**src/rtl/spi_pkg.sv**
```systemverilog
// spi_pkg: frame layout, register map and controller state encoding shared with spi_peripheral
package spi_pkg;
  localparam int SPI_FRAME_BITS = 16;
  localparam int SPI_RW_BIT = 15;
  localparam int SPI_ADDR_MSB = 14;
  localparam int SPI_ADDR_LSB = 8;
  localparam int SPI_DATA_MSB = 7;
  localparam int SPI_DATA_LSB = 0;
  localparam logic SPI_RW_WRITE = 1'b1;
  localparam logic [6:0] EN_REG_OUT_7_0 = 7'd0;
  localparam logic [6:0] EN_REG_OUT_15_8 = 7'd1;
  localparam logic [6:0] EN_REG_PWM_7_0 = 7'd2;
  localparam logic [6:0] EN_REG_PWM_15_8 = 7'd3;
  localparam logic [6:0] PWM_DUTY_CYCLE = 7'd4;
  localparam logic [6:0] SPI_MAX_ADDRESS = 7'd4;
  typedef enum logic [2:0] {IDLE, SETUP, HIGH, LOW, HOLD, GAP} spi_ctrl_state_t;
  function automatic int spi_max(input int a, input int b);
    return a > b ? a : b;
  endfunction
endpackage

```
**src/rtl/spi_phase_timer.sv**
```systemverilog
// spi_phase_timer: loadable down-counter whose terminal flag marks the last cycle of a phase
module spi_phase_timer #(
  parameter int W = 3
) (
  input  logic         clk,
  input  logic         rst_n,
  input  logic         load,
  input  logic [W-1:0] value,
  output logic         tc
);
  logic [W-1:0] cnt;
  always_ff @(posedge clk or negedge rst_n)
    if (!rst_n) cnt <= '0;
    else if (load) cnt <= value;
    else if (cnt != '0) cnt <= cnt - 1'b1;
  assign tc = cnt == '0;
endmodule

```
**src/rtl/spi_controller.sv**
```systemverilog
// spi_controller: SPI mode-0 initiator sending one 16-bit register-write frame per command
module spi_controller
  import spi_pkg::*;
#(
  parameter int CLK_DIV = 4,
  parameter int CS_GAP = 4
) (
  input  logic       clk,
  input  logic       rst_n,
  input  logic       cmd_valid,
  output logic       cmd_ready,
  input  logic       cmd_write,
  input  logic [6:0] cmd_addr,
  input  logic [7:0] cmd_data,
  output logic       busy,
  output logic       done,
  output logic       spi_cs,
  output logic       spi_sclk,
  output logic       spi_mosi
);
  localparam int PW = $clog2(spi_max(CLK_DIV, CS_GAP) + 1);
  spi_ctrl_state_t state, nxt;
  logic [SPI_FRAME_BITS-1:0] sh;
  logic [4:0] bits_sent;
  logic tc, accept;
  logic [PW-1:0] load_val;
  assign accept = cmd_valid && state == IDLE;
  assign load_val = nxt == GAP ? PW'(CS_GAP - 1) : PW'(CLK_DIV - 1);
  spi_phase_timer #(.W(PW)) u_timer (
    .clk(clk),
    .rst_n(rst_n),
    .load(nxt != state),
    .value(load_val),
    .tc(tc)
  );
  always_ff @(posedge clk or negedge rst_n)
    if (!rst_n) state <= IDLE;
    else state <= nxt;
  always_comb begin
    nxt = state;
    case (state)
      IDLE:    nxt = accept ? SETUP : IDLE;
      SETUP:   nxt = tc ? HIGH : SETUP;
      HIGH:    nxt = tc ? (bits_sent == 5'd16 ? HOLD : LOW) : HIGH;
      LOW:     nxt = tc ? HIGH : LOW;
      HOLD:    nxt = tc ? GAP : HOLD;
      GAP:     nxt = tc ? IDLE : GAP;
      default: nxt = IDLE;
    endcase
  end
  always_ff @(posedge clk or negedge rst_n)
    if (!rst_n) begin
      spi_cs <= 1'b1;
      spi_sclk <= 1'b0;
      spi_mosi <= 1'b0;
      busy <= 1'b0;
      done <= 1'b0;
      cmd_ready <= 1'b1;
      sh <= '0;
      bits_sent <= '0;
    end else begin
      spi_cs <= nxt == IDLE || nxt == GAP;
      spi_sclk <= nxt == HIGH;
      busy <= nxt != IDLE;
      done <= state == GAP && nxt == IDLE;
      cmd_ready <= nxt == IDLE;
      if (accept) begin
        sh <= {cmd_write, cmd_addr, cmd_data};
        spi_mosi <= cmd_write;
        bits_sent <= '0;
      end else if (state == HIGH && nxt == LOW) begin
        sh <= sh << 1;
        spi_mosi <= sh[SPI_FRAME_BITS-2];
      end else if (nxt == GAP) spi_mosi <= 1'b0;
      if (state != HIGH && nxt == HIGH && bits_sent != 5'd16) bits_sent <= bits_sent + 1'b1;
    end
endmodule

```
**config.mk**
```make
export PLATFORM = sky130hd
export DESIGN_NAME = spi_controller
export DESIGN_NICKNAME = d
export VERILOG_FILES = /design/src/rtl/spi_pkg.sv /design/src/rtl/spi_phase_timer.sv /design/src/rtl/spi_controller.sv
export SDC_FILE = /design/constraint.sdc
export NUM_CORES = 1
export LEC_CHECK = 0
export ABC_AREA = 0
export BUFFER_PORTS_ARGS = -buffer_cell sky130_fd_sc_hd__buf_2
export CAP_MARGIN = 20
export CORE_UTILIZATION = 56
export CTS_CLUSTER_SIZE = 28
export DETAILED_ROUTE_END_ITERATION = 10
export PLACE_DENSITY = 0.8
export SYNTH_ARGS = -nofsm -noshare
export SYNTH_HDL_FRONTEND = slang
export SYNTH_SLANG_ARGS = --single-unit
```
**constraint.sdc**
```tcl
create_clock -name clk -period 2.5 [get_ports clk]
set_input_delay 0 -clock clk [delete_from_list [all_inputs] [get_ports clk]]
set_output_delay 0 -clock clk [all_outputs]
set_load 0.005 [all_outputs]
```
==> metrics, run 1 <==
ANT cells 0; fin crit period roughly 2.1 ns; Final nets around 240; commonest cells after routing, fill and taps aside nand2_1 (34), dfrtp_1 (30), buf_2 (24); H-tree depth 2; CTS Buffer Depth 2; LEAKAGE 0.907 nW; Seq/Total Area, Yosys between 40% and 50%; Peak VDD IR 0.000645 V; input/output buffers 24; Cells after Synth between 150 and 200; RSZ-0062 raised after global routing false; post-synthesis area per instance roughly 9.5 um^2; # clock sinks 32; crit start category register; switch share roughly 36%; slew margin rel. a little over half; Mapped Area roughly 0.0017 mm^2; Cell Rows 19; final wirelength between 3000 and 4000 um; YS warnings 0; Die X around 57 um; Worst Skew roughly 0.014 ns; Total GRT Usage between 20% and 30%; Tcrit/Tclk final a little under nine tenths; vias per cell 6.00; P_int 1.18 mW; post-CTS setup buffers 0; most common cell after layout, fill and taps aside nand2_1; Async S/R FF share, synth 100%; Worst Max-Slew Pin Slew slightly below 0.7 ns; die extent in y 57.1 um; Num CTS Buffers 5; Vias 1488; main flop type after synthesis dfrtp_1; CTS clk-pin slew, worst paths ~0.11 ns; core area roughly 0.0028 mm^2; I/O pin cnt 25; DR DRC count 2; remaining global-route overflow 0; Initial Util approximately 60%; pin count of the biggest net entering global routing 33; DP HPWL 2300 um; ratio of cells with drive above 1 in the final layout between 10% and 20%; crit path max fanout 19; worst hold margin 0.223 ns; Final Max Tran Viols 0; Root Driver clkbuf_4; clock share of power a little over a fifth; post-cts sizing count 0; initial antenna violation count 0; clk_lat worst skew between 0.3 and 0.4 ns; EDFF count, synth 0; drt wl/cell between 15 and 20 um; Distinct cells, synth a little over 40; WP data arrival 2.37 ns; Final Hold Viols 0; P_sw approximately 0.66 mW; number of global-route vias before repair roughly 1400; initial detailed-routing violation count 72; Final GP Congestion about 0.8; FF+latch count, synth 32; first-pass GRT wire length 6280 um; pwr dens about 900 mW/mm^2; failing checks DRC; outcome complete, but fails checks; TritonRoute pass-1 iters 7; Req. time, crit path around 2.7 ns; Filler Cell Count a little over 200; area growth from synthesis to layout 22.2%; setup TNS 0 ns; Net Count, Synth between 200 and 250; die area 0.00326 mm^2; WS Path Type reg -> reg; crit path capture type register; Max-Cap Viols 0; final setup fails 0; Comb pwr share 33.6%; Worst Hold Class in -> async; Flop pwr share between 40 and 50%; CTS tree done; Max Freq between 400 and 500 MHz; Reg2Reg Setup Slack around 0.37 ns; Routed Antenna Nets 0
[power by group through the flow]
stage,registers [mW],logic [mW],clock network (mW)
floorplan,0.771,0.505,0
detailed placement,0.835,0.590,0
CTS,0.824,0.616,0.402
finish,0.827,0.618,0.396
global placement,0.825,0.551,0
global route,0.850,0.689,0.415
[registers in the layout (all words and copies together), names as in the netlist]
signal and count:
sh 15, bits_sent 5, state 3, u_timer.cnt 3, busy 1, cmd_ready 1
done 1, spi_cs 1, spi_mosi 1, spi_sclk 1
[synthesized netlist by cell type, drive strengths merged (2+ instances only)]
cell type | count | area share [%]
o22ai | 2 | 0.74
ha | 4 | 2.9
o211ai | 15 | 6.6
clkbuf | 10 | 2.2
a21o | 2 | 0.88
nand4 | 15 | 5.5
nand2b | 2 | 0.74
nand3b | 2 | 0.88
dfstp | 2 | 3.1
inv | 8 | 1.8
mux2i | 2 | 1.2
o21ai | 6 | 1.8
a21oi | 4 | 1.2
nand3 | 3 | 0.88
nor2 | 3 | 0.66
nor3 | 5 | 1.8
buf | 5 | 1.8
mux2 | 2 | 1.3
and4bb | 2 | 1.5
o21a | 3 | 1.3
dfrtp | 30 | 44
nand2 | 34 | 7.5
[what timing repair did]
| action | in CTS | in global routing |
|---|---|---|
| hold endpoints to repair | 47 | 0 |
| setup endpoints to repair | 0 | 0 |
| hold buffers | 18 | 0 |
[final cells by class]
class | instances | area (um^2) | area share (%)
Clock inverter | 2 | 35.0 | 1.69
Multi-Input combinational cell | 123 | 797 | 38.4
Inverter | 8 | 30.0 | 1.45
Tap cell | 31 | 38.8 | 1.87
Sequential cell | 32 | 803 | 38.7
Clock buffer | 6 | 41.3 | 1.99
Timing Repair Buffer | 46 | 330 | 15.9
[through the flow]
stage | util, % | power [mW] | area [um^2] | worst slack, ns | std cells
final | 74.0 | 1.84 | 2080 | 0.373 | 248
after global placement | 64.9 | 1.38 | 1820 | 0.512 | 222
after global routing | 74.0 | 1.95 | 2080 | 0.201 | 248
after CTS | 74.0 | 1.84 | 2080 | 0.370 | 248
after floorplan | - | 1.28 | 1700 | 0.699 | 178
after detailed placement | 64.9 | 1.43 | 1820 | 0.416 | 222
[routing by layer]
layer,part of all wire [%],vias to the layer above,global-route usage (%)
met4,1.3,0,11.5
met5,0,-,0
li1,-,722,-
met3,5.3,9,5.22
met2,50,46,44.2
met1,44,711,30.5
[cells by family after synthesis]
group / count (synthesis) / share of synthesized area, %
and+or+nand+nor: 75 / 24.8
AOI/OAI and AO/OA: 39 / 16.1
DFF: 32 / 47.3
buffers and inverters: 23 / 5.82
muxes: 4 / 2.50
adders and majority gates: 4 / 2.95
xor gates and xnor gates: 1 / 0.516
[worst max-delay path: stages, from the launching register on]
cell and delay (ns):
dfrtp_1 0.40, inv_1 0.06, ha_1 0.14, ha_1 0.53
nand3b_1 0.30, o211a_1 0.28, a311o_1 0.31
[final timing paths]
kind	start	to	depth (start not counted)
setup reg to reg	u_timer.cnt[0]	bits_sent[4]	6
min in group clk	cmd_data[0]	sh[0]	4
hold reg to reg	u_timer.cnt[1]	u_timer.cnt[1]	2
setup / recovery	u_timer.cnt[0]	bits_sent[4]	6
hold / removal	rst_n	bits_sent[2]	2
max in group asynchronous	rst_n	u_timer.cnt[1]	2
No activity file was read; power rests on OpenSTA's default activity.
==> run 2, diff against run 1 <==
--- a/config.mk
+++ b/config.mk
@@ -8,6 +8,7 @@
 export ABC_AREA = 0
 export BUFFER_PORTS_ARGS = -buffer_cell sky130_fd_sc_hd__buf_2
 export CAP_MARGIN = 20
+export CORE_ASPECT_RATIO = 1.4
 export CORE_UTILIZATION = 56
 export CTS_CLUSTER_SIZE = 28
 export DETAILED_ROUTE_END_ITERATION = 10
==> run 2 against run 1 <==
The flow now finishes without violations. Sequential share of layout area shrank 0.48 points. Global-route usage grew 2.2 points. Routed wire length grew 4.2%. Non-clock buffer count grew 1. Sequential cell count is the same. Critical path depth is the same.
==> metrics, run 2 (synthesis gave the netlist of run 1 again) <==
critical-path cell list inv_1, ha_1, ha_1, nand3b_1, o211a_1, a311o_1; Filler Cell Count ~220; number of global-route vias before repair approximately 1500; die extent in y roughly 67 um; core area ~0.0029 mm^2; first-pass GRT wire length ~6700 um; met3 wire len 135 um; pin count of the biggest net entering global routing 33; Peak VDD IR approximately 0.0006 V; Final Hold Viols 0; switch share 35.4%; # clock sinks 32; Final GP Congestion slightly below 0.8; CTS clk-pin slew, worst paths ~0.060 ns; RSZ-0062 raised after global routing false; DR top layer met4; P_sw ~0.66 mW; pwr dens between 800 and 900 mW/mm^2; remaining global-route overflow 0; Cell Rows 23; I/O pin cnt 25; P_int 1.20 mW; WP data arrival 2.31 ns; Worst Hold Class in -> reg; LEAKAGE approximately 0.92 nW; H-tree depth 2; slew margin rel. between 50 and 60%; clk_lat worst skew about 0.28 ns; CTS tree done; crit path capture type register; fin crit period approximately 2.1 ns; clock share of power 22.0%; outcome completed; initial antenna violation count 0; max FFs per register 15; multi-input logic area ~800 um^2; delay-heaviest family, CP adder cells; final setup fails 0; area growth from synthesis to layout 23.7%; initial detailed-routing violation count 39; crit start category register; Max-Cap Viols 0; design area ~0.0021 mm^2; Placed Area ~0.0018 mm^2; ANT cells 0; Final Max Tran Viols 0; Req. time, crit path 2.67 ns; Max Freq 466 MHz; input/output buffers 24; routed wl met2 between 2000 and 2500 um; placed cells 230; Root Driver clkbuf_8; DR DRC count 0; Worst Max-Slew Pin Slew 0.699 ns; TritonRoute pass-1 iters 4; biggest regs sh x15, bits_sent x5; CTS Buffer Depth 2; worst hold margin roughly 0.055 ns; ratio of cells with drive above 1 in the final layout between 20% and 30%; Worst Path Buf+Inv 1; commonest cells after routing, fill and taps aside nand2_1 (34), dfrtp_1 (30), buf_2 (24); Flop pwr share a little over two fifths; Sequential Area 803 um^2; most common cell after layout, fill and taps aside nand2_1; Initial Util ~60%; routed length on met1 about 1500 um; Vias roughly 1500; drt wl/cell 15.5 um; Die X 48.6 um; DP HPWL around 2500 um; WS Path Type reg -> reg; setup TNS 0 ns; die area approximately 0.0033 mm^2; Layout Cells excl Fill approximately 260; crit path max fanout 19; Worst Skew around 0.0065 ns; Biggest register sh; final wirelength about 4000 um; Total GRT Usage roughly 28%; Tcrit/Tclk final ~86%; Num CTS Buffers 5; critical path's most frequent cell ha_1; slowest cell delay on critical path roughly 0.53 ns; Slowest cell on crit path ha_1; vias per cell roughly 5.9; Comb pwr share between 30% and 40%; Final nets 240; Routed Antenna Nets 0
==> run 2: metal layers <==
layer	up-vias	track usage, %
met5	-	0
met4	0	15.1
met3	11	6.08
met2	47	51.4
met1	727	29.4
li1	726	-
==> run 2: what timing repair did <==
action | 4_1_cts | 5_1_grt
hold buffers | 17 | 0
resized for setup | 0 | 0
hold endpoints to repair | 46 | 0
buffers inserted | 0 | 0
setup endpoints to repair | 0 | 0
==> run 2: path summary, 6_finish.rpt <==
| path | from | endpoint | slack [ns] | depth (start not counted) |
|---|---|---|---|---|
| worst max-delay path | u_timer.cnt[0] | bits_sent[4] | 0.36 | 6 |
| worst min-delay path | cmd_valid | spi_cs | 0.05 | 3 |
| worst max register to register | u_timer.cnt[0] | bits_sent[4] | 0.36 | 6 |
| worst min register to register | u_timer.cnt[1] | u_timer.cnt[1] | 0.52 | 2 |
| max in group asynchronous | rst_n | sh[9] | 1.75 | 2 |
| min in group asynchronous | rst_n | state[1] | 0.29 | 2 |
==> run 2: stage by stage <==
step / total power [mW] / utilization [%] / setup WS, ns
3_5_place_dp: 1.43 / 64.0 / 0.382
5_1_grt: 2.00 / 73.0 / 0.202
3_3_place_gp: 1.38 / 64.0 / 0.503
2_1_floorplan: 1.28 / - / 0.699
4_1_cts: 1.87 / 73.0 / 0.366
6_report: 1.86 / 73.0 / 0.355
==> run 2: worst min-delay path, cell delays in order <==
cell and delay [ns]:
buf_2 0.12, or4_1 0.12, o21ai_0 0.09
==> run 2: power groups by stage <==
stage | clock network, mW | logic (mW) | registers (mW)
after floorplan | 0 | 0.505 | 0.771
after global placement | 0 | 0.570 | 0.813
after detailed placement | 0 | 0.609 | 0.825
after CTS | 0.415 | 0.634 | 0.815
after global routing | 0.442 | 0.716 | 0.843
final | 0.409 | 0.635 | 0.820
==> run 2: layout make-up <==
cell class	instances	area share (%)
clock buffers	8	4.29
inverters	8	1.43
repair buffers	47	16.0
flip-flops and latches	32	38.2
well taps	37	2.20
multi-input cells	123	37.9
